**config.mk**
```make
export PLATFORM = sky130hd
export DESIGN_NAME = ex_mem_stage
export DESIGN_NICKNAME = d
export VERILOG_FILES = /design/src/rtl/ex_mem_stage.sv
export SDC_FILE = /design/constraint.sdc
export NUM_CORES = 1
export LEC_CHECK = 0
export CAP_MARGIN = 20
export CORE_ASPECT_RATIO = 1.2
export CORE_UTILIZATION = 30
export CTS_BUF_LIST = sky130_fd_sc_hd__clkbuf_4 sky130_fd_sc_hd__clkbuf_8
export DETAILED_ROUTE_END_ITERATION = 6
export HOLD_SLACK_MARGIN = 0.03
export PLACE_DENSITY = 0.72
export SYNTH_ARGS = -nofsm -noshare
export SYNTH_HDL_FRONTEND = slang
export SYNTH_SLANG_ARGS = --single-unit
```
**constraint.sdc**
```tcl
create_clock -name clk_i -period 3.56 [get_ports clk_i]
set_input_delay 0.534 -clock clk_i [delete_from_list [all_inputs] [get_ports clk_i]]
set_output_delay 0.534 -clock clk_i [all_outputs]
set_load 0.05 [all_outputs]
```
**src/rtl/ex_mem_stage.sv**
```systemverilog
// EX/MEM pipeline register with data-cache request/acknowledge handshake.
// Stalls the pipeline while a load/store waits for the cache, abandoning it after TIMEOUT cycles.
module ex_mem_stage #(
  parameter int CNT_W   = 16,
  parameter int TIMEOUT = 64
) (
  input  logic             clk_i,
  input  logic             rst_i,
  input  logic [1:0]       WB_i,
  input  logic [1:0]       MEM_i,
  input  logic [31:0]      ALUout_i,
  input  logic [31:0]      MemWriteData_i,
  input  logic [4:0]       RdAddr_i,
  input  logic             dcache_ack_i,
  input  logic [31:0]      dcache_rdata_i,
  output logic             dcache_req_o,
  output logic             dcache_we_o,
  output logic [31:0]      dcache_addr_o,
  output logic [31:0]      dcache_wdata_o,
  output logic             stall_o,
  output logic [1:0]       WB_o,
  output logic [31:0]      ALUout_o,
  output logic [31:0]      MemData_o,
  output logic [4:0]       RdAddr_o,
  output logic             RegWrite_FW_o,
  output logic             misalign_o,
  output logic             timeout_o,
  output logic [CNT_W-1:0] stall_cnt_o
);

  localparam int WAIT_W = (TIMEOUT > 1) ? $clog2(TIMEOUT) : 1;

  typedef enum logic {IDLE = 1'b0, ACCESS = 1'b1} state_t;

  state_t             state_reg, state_next;
  logic [WAIT_W-1:0]  wait_reg, wait_next;
  logic [1:0]         wb_reg;
  logic               mem_we_reg;
  logic [31:0]        alu_reg;
  logic [31:0]        wdata_reg;
  logic [4:0]         rd_reg;
  logic               misalign_reg;
  logic               timeout_reg;
  logic [CNT_W-1:0]   stall_cnt_reg;

  logic mem_op_in;
  logic wait_last;
  logic capture;
  logic timeout_hit;

  assign mem_op_in   = |MEM_i;
  assign wait_last   = (wait_reg == WAIT_W'(TIMEOUT - 1));
  assign capture     = !stall_o;
  assign timeout_hit = (state_reg == ACCESS) && !dcache_ack_i && wait_last;

  // State register
  always_ff @(posedge clk_i or posedge rst_i) begin
    if (rst_i) begin
      state_reg <= IDLE;
      wait_reg  <= '0;
    end else begin
      state_reg <= state_next;
      wait_reg  <= wait_next;
    end
  end

  // Next-state logic; an ack or timeout edge is also a capture edge, so a
  // memory op arriving on it starts its own access immediately.
  always_comb begin
    state_next = state_reg;
    wait_next  = wait_reg;
    case (state_reg)
      IDLE: begin
        if (mem_op_in) begin
          state_next = ACCESS;
          wait_next  = '0;
        end
      end
      ACCESS: begin
        if (dcache_ack_i || wait_last) begin
          state_next = mem_op_in ? ACCESS : IDLE;
          wait_next  = '0;
        end else begin
          wait_next = wait_reg + 1'b1;
        end
      end
      default: begin
        state_next = IDLE;
        wait_next  = '0;
      end
    endcase
  end

  // Output logic
  always_comb begin
    dcache_req_o = 1'b0;
    dcache_we_o  = 1'b0;
    stall_o      = 1'b0;
    MemData_o    = '0;
    if (state_reg == ACCESS) begin
      dcache_req_o = 1'b1;
      dcache_we_o  = mem_we_reg;
      stall_o      = !dcache_ack_i && !wait_last;
      if (dcache_ack_i) MemData_o = dcache_rdata_i;
    end
  end

  // Pipeline register, sticky flags and stall counter
  always_ff @(posedge clk_i or posedge rst_i) begin
    if (rst_i) begin
      wb_reg        <= '0;
      mem_we_reg    <= 1'b0;
      alu_reg       <= '0;
      wdata_reg     <= '0;
      rd_reg        <= '0;
      misalign_reg  <= 1'b0;
      timeout_reg   <= 1'b0;
      stall_cnt_reg <= '0;
    end else begin
      if (capture) begin
        wb_reg     <= WB_i;
        mem_we_reg <= MEM_i[0];
        alu_reg    <= ALUout_i;
        wdata_reg  <= MemWriteData_i;
        rd_reg     <= RdAddr_i;
        if (mem_op_in && (|ALUout_i[1:0])) misalign_reg <= 1'b1;
      end
      if (timeout_hit) timeout_reg <= 1'b1;
      if (stall_o && !(&stall_cnt_reg)) stall_cnt_reg <= stall_cnt_reg + 1'b1;
    end
  end

  assign dcache_addr_o  = {alu_reg[31:2], 2'b00};
  assign dcache_wdata_o = wdata_reg;
  assign WB_o           = wb_reg;
  assign ALUout_o       = alu_reg;
  assign RdAddr_o       = rd_reg;
  assign RegWrite_FW_o  = wb_reg[1];
  assign misalign_o     = misalign_reg;
  assign timeout_o      = timeout_reg;
  assign stall_cnt_o    = stall_cnt_reg;

endmodule

```
=== After elaboration in Yosys (flattened, before gate mapping) ===
Index checks and enable logic that the tools add are counted.

* Add/subtract/negate cells: 2
* Equal/unequal tests: 2
* Multiplexer cells: 11
* Bitwise logic cells: 2
* Reductions and logical operators: 13

{| class="wikitable"
|+ Operator list
! operator !! count
|-
| $mux 32 || 2
|-
| $add 16x1->16 const B || 1
|-
| $reduce_and 16->1 || 1
|-
| $mux 6 || 2
|-
| $pmux 6 s2 || 1
|-
| $add 6x1->6 const B || 1
|-
| $eq 6x6->1 const B || 1
|-
| $logic_and 1x1->1 || 5
|-
| $mux 1 || 5
|-
| $reduce_or 2->1 || 2
|-
| $logic_not 1->1 || 3
|-
| $ne 2x2->1 const B || 1
|-
| $not 1->1 || 2
|-
| $pmux 1 s2 || 1
|-
| $reduce_and 2->1 || 1
|-
| $logic_or 1x1->1 || 1
|}

* Flip-flop bits (word level): 97
* Input port bits: 108
* Output and inout port bits: 157

=== Depth between registers and ports, before layout ===
Gate-level depths: netlist of the first run.

* Word-level depth: 6
* Depth in mapped cells: 7

=== Worst setup path before layout of the first run ===
No wires, ideal clock.

* Path type: register to output
* Start point: register state_reg
* End point: output stall_o
* Arrival: 1.513 ns
* Slack: 1.513 ns
* Stages on the path, launching flop included: 5
* Cells stage by stage: dfrtp_1 -> and2b_1 -> o21ai_2 -> buf_6 -> inv_1

* Cells in the longest elaborated chain, start to end: 1

{| class="wikitable"
|+ Ends and longest elaborated chain
! item !! RTL line !! source
|-
| from (decl) || 35 || <nowiki>state_t state_reg, state_next;</nowiki>
|-
| from (signal assigned) || 62 || <nowiki>state_reg <= state_next;</nowiki>
|-
| $mux 1 || 100 || <nowiki>if (state_reg == ACCESS) begin</nowiki>
|-
| to (decl) || 20 || <nowiki>output logic stall_o,</nowiki>
|}

Every way passes these cells.

=== Worst setup path after layout of the first run ===
* Start point: register state_reg
* End point: output MemData_o[13]

* Cells in the longest elaborated chain, start to end: 1

{| class="wikitable"
|+ Ends and longest elaborated chain
! item !! RTL line !! source
|-
| $mux 32 || 100 ||
|-
| to (decl) || 23 || <nowiki>output logic [31:0] MemData_o,</nowiki>
|}

Every way passes these cells.

==> results of run 1 <==
[metal layers]
metal / GRT usage [%] / part of all wire, % / wire length, um / vias up
li1: - / - / - / 1627
met1: 16.8 / 37 / 4370 / 1702
met2: 27.0 / 52 / 6140 / 161
met3: 4.90 / 8.8 / 1040 / 18
met4: 6.57 / 2.1 / 244 / 0
met5: 0 / 0 / 0 / -
[worst max-delay path, cell delays in order, from the launching register on]
cell and delay, ns:
dfrtp_1 0.89, and3_1 0.29, clkdlybuf4s50_1 0.82
[cells in the mapped netlist]
cell type  count
buf_4         35
nor2_1         3
inv_1          2
buf_6         10
or2b_1         1
or3_1          1
and2_1         2
a21o_1         2
nor4_2         8
o21ai_2        1
mux2_2        72
nor4b_1        1
xor2_1        17
nor3_2         3
clkbuf_1       7
nor3_1         4
nand3_1        8
mux2_1         1
o21bai_1       2
and2b_1        1
and4_1         1
conb_1         1
a22o_1         1
nor3b_2        1
nand4_1        6
o21ai_0        5
o22ai_1        1
ha_1           2
dfrtp_1       97
nand2_1       11
nand4_2        1
and3_1        37
[kinds of logic (layout without fill, tap and decap cells)]
| family | after synthesis | count (layout) | synth area share, % |
|---|---|---|---|
| flops | 97 | 97 | 53.9 |
| buf+inv | 54 | 284 | 9.09 |
| compound gates | 12 | 12 | 1.75 |
| fa+ha+maj | 2 | 2 | 0.556 |
| simple gates | 89 | 89 | 13.1 |
| other cells | 1 | 2 | 0.0833 |
| xor+xnor | 17 | 17 | 3.31 |
| mux | 73 | 73 | 18.3 |
[path summary, 6_finish.rpt]
path	endpoint	slack (ns)	depth (start not counted)
worst max-delay path	MemData_o[13]	0.66	2
worst min-delay path	timeout_o$_DFFE_PP0P_	0.46	1
worst max register to register	stall_cnt_o[1]$_DFFE_PP0P_	1.15	5
worst min register to register	timeout_o$_DFFE_PP0P_	0.46	1
max in group asynchronous	dcache_wdata_o[30]$_DFFE_PP0N_	2.28	3
min in group asynchronous	stall_cnt_o[10]$_DFFE_PP0P_	0.56	2
[power by group through the flow]
stage	logic, mW	clock network [mW]	registers, mW
finish	1.44	0.753	1.35
global route	1.50	0.824	1.37
CTS	1.45	0.787	1.35
detailed placement	1.45	0	1.37
global placement	1.43	0	1.36
floorplan	0.531	0	1.79
[cell type report]
class / count / area share [%]
Timing Repair Buffer: 266 / 36.9
Sequential cell: 97 / 33.5
Multi-Input combinational cell: 195 / 23.1
Tap cell: 200 / 3.45
Clock buffer: 9 / 1.71
Clock inverter: 7 / 1.16
Inverter: 2 / 0.138
==> impl_results.md, run 1 <==
* Status: finished clean
* Area of the multi-input gates at 1680 um2
* Peak VDD IR at 273 uV
* CTS HTree Levels at 3
* Slew Viols, Final at 0
* Internal Power at 2.11 mW
* Critical Setup Path Class: reg -> out
* Design area at 7250 um2
* Worst-case clock buffer depth at 2
* Fmax at 0.345 GHz
* Final Non-Filler Cells at 776
* DR vias/cell at 4.52
* CTS root buffer: clkbuf_8
* Clock Skew at 0.0149 ns
* Critical Path End Type: primary output
* HPWL Detailed at 8.85 mm
* Synth Instances at 345
* Fillers at 1,299
* Post-CTS Resized at 0
* Post-CTS Setup Inserts at 0
* Routed length per instance at 15.2 um
* First-pass DRT Iterations at 4
* Core Util, Final at 49.9%
* PortBufs at 262
* Hold-fix buffers, CTS at 0
* Sw Pwr at 1.43 mW
* Hold Violations, Final at 0
* Placed Instances at 760
* HP Class: reg -> reg
* Area contributors post-synth: dfrtp_1 54%, mux2_2 18%, buf_4 5.8%
* CTS Buf Count at 9
* Synthesized cell area at 4500 um2
* Worst Path Max Fanout at 37
* Antenna-violating nets left at 0
* Initial Util at 31.0%
* Setup ws final at 0.663 ns
* Min Tclk post-route at 2.90 ns
* Setup TNS at 0 ns
* Placed Area at 7040 um2
* IO Pins at 265
* Syn Area/Cell at 13.1 um2
* Critical path arrival at 2.36 ns
* Final setup vio count at 0
* Commonest non-fill, non-tap cell in the layout: clkdlybuf4s50_1
* Worst Tran Pin Value at 0.815 ns
* Congestion Overflow GR at 0
* Clock share of power at 21.3%
* Die width at 114 um
* Most frequent cells in the layout: 261 x clkdlybuf4s50_1, 97 x dfrtp_1, 72 x mux2_2
* Combinational power share at 40.6%
* Routed WL at 11.8 mm
* Flop pwr share at 38.1%
* Final nets at 681
* Area leader, netlist: dfrtp_1
* TritonCTS clock tree: yes
* Yosys top cell area share at 53.9%
* DR DRC count at 0
* Layout cells sized above 1 at 18.8%
* Chip height at 136 um
* Relative slew slack at 45.6%
* Pin count of the biggest net entering global routing at 85
* Unique masters post-synth at 32
* Switching Share at 40.5%
* # rows at 48
* RSZ-0062 raised after global routing: no
* First-pass GRT wire length at 18.4 mm
* Drt initial violations at 113
* Clock latency on the worst-skew pair at 0.37 ns
* Synth-to-layout area growth at 61.0%
* Lkg Pwr at 3.07 nW
* Core box area at 14,500 um2
* Dpl ws at 0.752 ns
* Die Area at 15,500 um2
* Via count at 3,508
* CTS sink count at 97
* Data required, critical path at 3.03 ns
* Origin of the worst setup path: state_reg$_DFF_PP0_
* Routability cong. at 0.802
* Max Cap Viol at 0
* Pwr dens at 488 nW/um2
* Antenna violations before repair at 0
* Fin crit share at 81.4%
* All-Layer GR Usage at 15.3%
* Vias in the first global route at 3,561
* Synth warn at 0
* Post-synthesis sequential area ratio at 53.9%
* Hold slack at 0.462 ns
* Worst hold start: timeout_o$_DFFE_PP0P_
* Clk pin slew, worst setup/hold paths at 0.10 ns
* Antenna diodes at 0
* #FFs+latches synth at 97
* Crit start category: flip-flop
* RR Startpoint: state_reg$_DFF_PP0_
* Seq. cell area at 2430 um2
* Design Power at 3.54 mW
Note: power is estimated with default switching activity, not from simulation.
==> run 2: changes to the inputs <==
==> constraint.sdc (replaced) <==
create_clock -name clk_i -period 2.9 [get_ports clk_i]
set_input_delay 0.435 -clock clk_i [delete_from_list [all_inputs] [get_ports clk_i]]
set_output_delay 0.435 -clock clk_i [all_outputs]
set_load 0.05 [all_outputs]
==> run 2 against run 1 <==
  * First-iteration DRC count fell by 32%
  * Largest power group unchanged
  * Largest cell class unchanged
  * Critical endpoint is now stall_o
  * Sequential power is 23% higher
  * Die area unchanged
  * Count of clock-buffer cells in the layout rose by 1
  * Design area increased by 5.1%
  * Clock skew is 0.0012 ns lower
  * Worst hold slack lost 0.099 ns
  * Routed wire length is 3.5% higher
  * Sequential share of layout area is 1.6 points lower
  * Power increased by 28%
  * Final cell count is 0.39% higher
==> impl_results.md, run 2 (same netlist as run 1, synthesis figures left out) <==
* Final setup vio count at 0
* Hold slack at 0.363 ns
* Min Tclk post-route at 2.71 ns
* Final nets at 684
* Clk pin slew, worst setup/hold paths at 0.10 ns
* HP Class: in -> async
* Data required, critical path at 2.47 ns
* Area of the multi-input gates at 1680 um2
* Synth-to-layout area growth at 69.2%
* Die Area at 15,500 um2
* # rows at 48
* Post-CTS Resized at 0
* Fin crit share at 93.5%
* Via count at 3,538
* DR vias/cell at 4.54
* First-pass GRT wire length at 19.2 mm
* Seq. cell area at 2430 um2
* Hold-fix buffers, CTS at 0
* Drt initial violations at 77
* Layout cells sized above 1 at 24.7%
* All-Layer GR Usage at 16.0%
* DR DRC count at 0
* Setup TNS at 0 ns
* CTS root buffer: clkbuf_8
* Internal Power at 2.75 mW
* Critical Path End Type: primary output
* PortBufs at 262
* CTS Buf Count at 9
* HPWL Detailed at 9.30 mm
* RSZ-0062 raised after global routing: no
* Pwr dens at 593 nW/um2
* Core Util, Final at 52.4%
* Worst Path Max Fanout at 20
* Clock share of power at 22.5%
* Largest delay share family, worst path: compound AO/OA/AOI/OAI gates
* Chip height at 136 um
* Hold Violations, Final at 0
* Flop pwr share at 36.7%
* First-pass DRT Iterations at 4
* Peak VDD IR at 334 uV
* Combinational power share at 40.8%
* Worst-path cell chain: ha_1, nand3_1, o21ai_4, inv_1, buf_4
* Congestion Overflow GR at 0
* Slew Viols, Final at 0
* Largest stage delay, worst path at 0.66 ns
* Crit start category: flip-flop
* Vias in the first global route at 3,711
* Pin count of the biggest net entering global routing at 87
* Worst Path Buf+Inv at 2
* Worst-case clock buffer depth at 2
* Routed WL at 12.2 mm
* Antenna diodes at 0
* TritonCTS clock tree: yes
* Post-CTS Setup Inserts at 0
* Routed length per instance at 15.7 um
* Worst Tran Pin Value at 0.746 ns
* Most frequent cells in the layout: 229 x clkdlybuf4s50_1, 97 x dfrtp_1, 72 x mux2_2
* Die width at 114 um
* Lkg Pwr at 3.26 nW
* Antenna-violating nets left at 0
* Clock Skew at 0.0138 ns
* Switching Share at 39.1%
* Status: finished clean
* CTS HTree Levels at 3
* Relative slew slack at 50.1%
* CTS sink count at 97
* Routability cong. at 0.742
* Fillers at 1,295
* Initial Util at 31.0%
* Critical Setup Path Class: reg -> out
* Core box area at 14,500 um2
* Fmax at 0.369 GHz
* Sw Pwr at 1.77 mW
* IO Pins at 265
* Critical path arrival at 2.28 ns
* Max Cap Viol at 0
* Antenna violations before repair at 0
* Critical-path top delay cell: o21ai_4
* Clock latency on the worst-skew pair at 0.37 ns
* Commonest non-fill, non-tap cell in the layout: clkdlybuf4s50_1
run 2: cell types whose count changed in the layout (fill, tap and decap cells not counted):
cell             change
buf_4                +3
clkbuf_8             +1
clkinv_4             -1
clkdlybuf4s50_1     -32
buf_12              +32
inv_4                -1
bufinv_16            +1
clkinvlp_4           +1
inv_6                -1
run 2: final timing paths:
check / start / to / slack [ns] / depth (start not counted)
worst max-delay path: wait_reg[0]$_DFFE_PP0P_ / stall_o / 0.19 / 5
worst min-delay path: rst_i / ALUout_o[13]$_DFFE_PP0N_ / 0.36 / 2
worst max register to register: wait_reg[0]$_DFFE_PP0P_ / ALUout_o[28]$_DFFE_PP0N_ / 0.51 / 5
worst min register to register: timeout_o$_DFFE_PP0P_ / timeout_o$_DFFE_PP0P_ / 0.48 / 1
max in group asynchronous: rst_i / state_reg$_DFF_PP0_ / 1.80 / 3
min in group clk_i: timeout_o$_DFFE_PP0P_ / timeout_o$_DFFE_PP0P_ / 0.48 / 1
run 2: per-layer routing:
layer,global-route usage [%],part of all wire (%)
met1,16.4,35
met2,30.4,55
met3,4.90,8.4
met4,5.99,1.9
met5,0,0
run 2: cell type report:
cell class	count	area share (%)
Timing Repair Buffer	269	39.6
Sequential cell	97	31.9
Multi-Input combinational cell	195	22.0
Tap cell	200	3.28
Clock buffer	10	1.81
Clock inverter	6	1.26
Inverter	2	0.148
run 2: power by group through the flow:
stage                     clock, mW  sequential [mW]  combinational [mW]
after floorplan                   0             2.19               0.653
after global placement            0             1.68                1.83
after detailed placement          0             1.68                1.85
after CTS                      1.06             1.66                1.86
after global routing           1.12             1.69                1.92
final                          1.02             1.66                1.84
run 2: metrics by stage:
step                      cells  cell area, um2  worst slack (ns)  total power, mW
after global placement      763            7380             0.547             3.51
after floorplan             346            4510             0.927             2.85
after global routing        779            7620            0.0122             4.72
after detailed placement    763            7380             0.503             3.54
after CTS                   779            7620             0.156             4.58
final                       779            7620             0.189             4.52
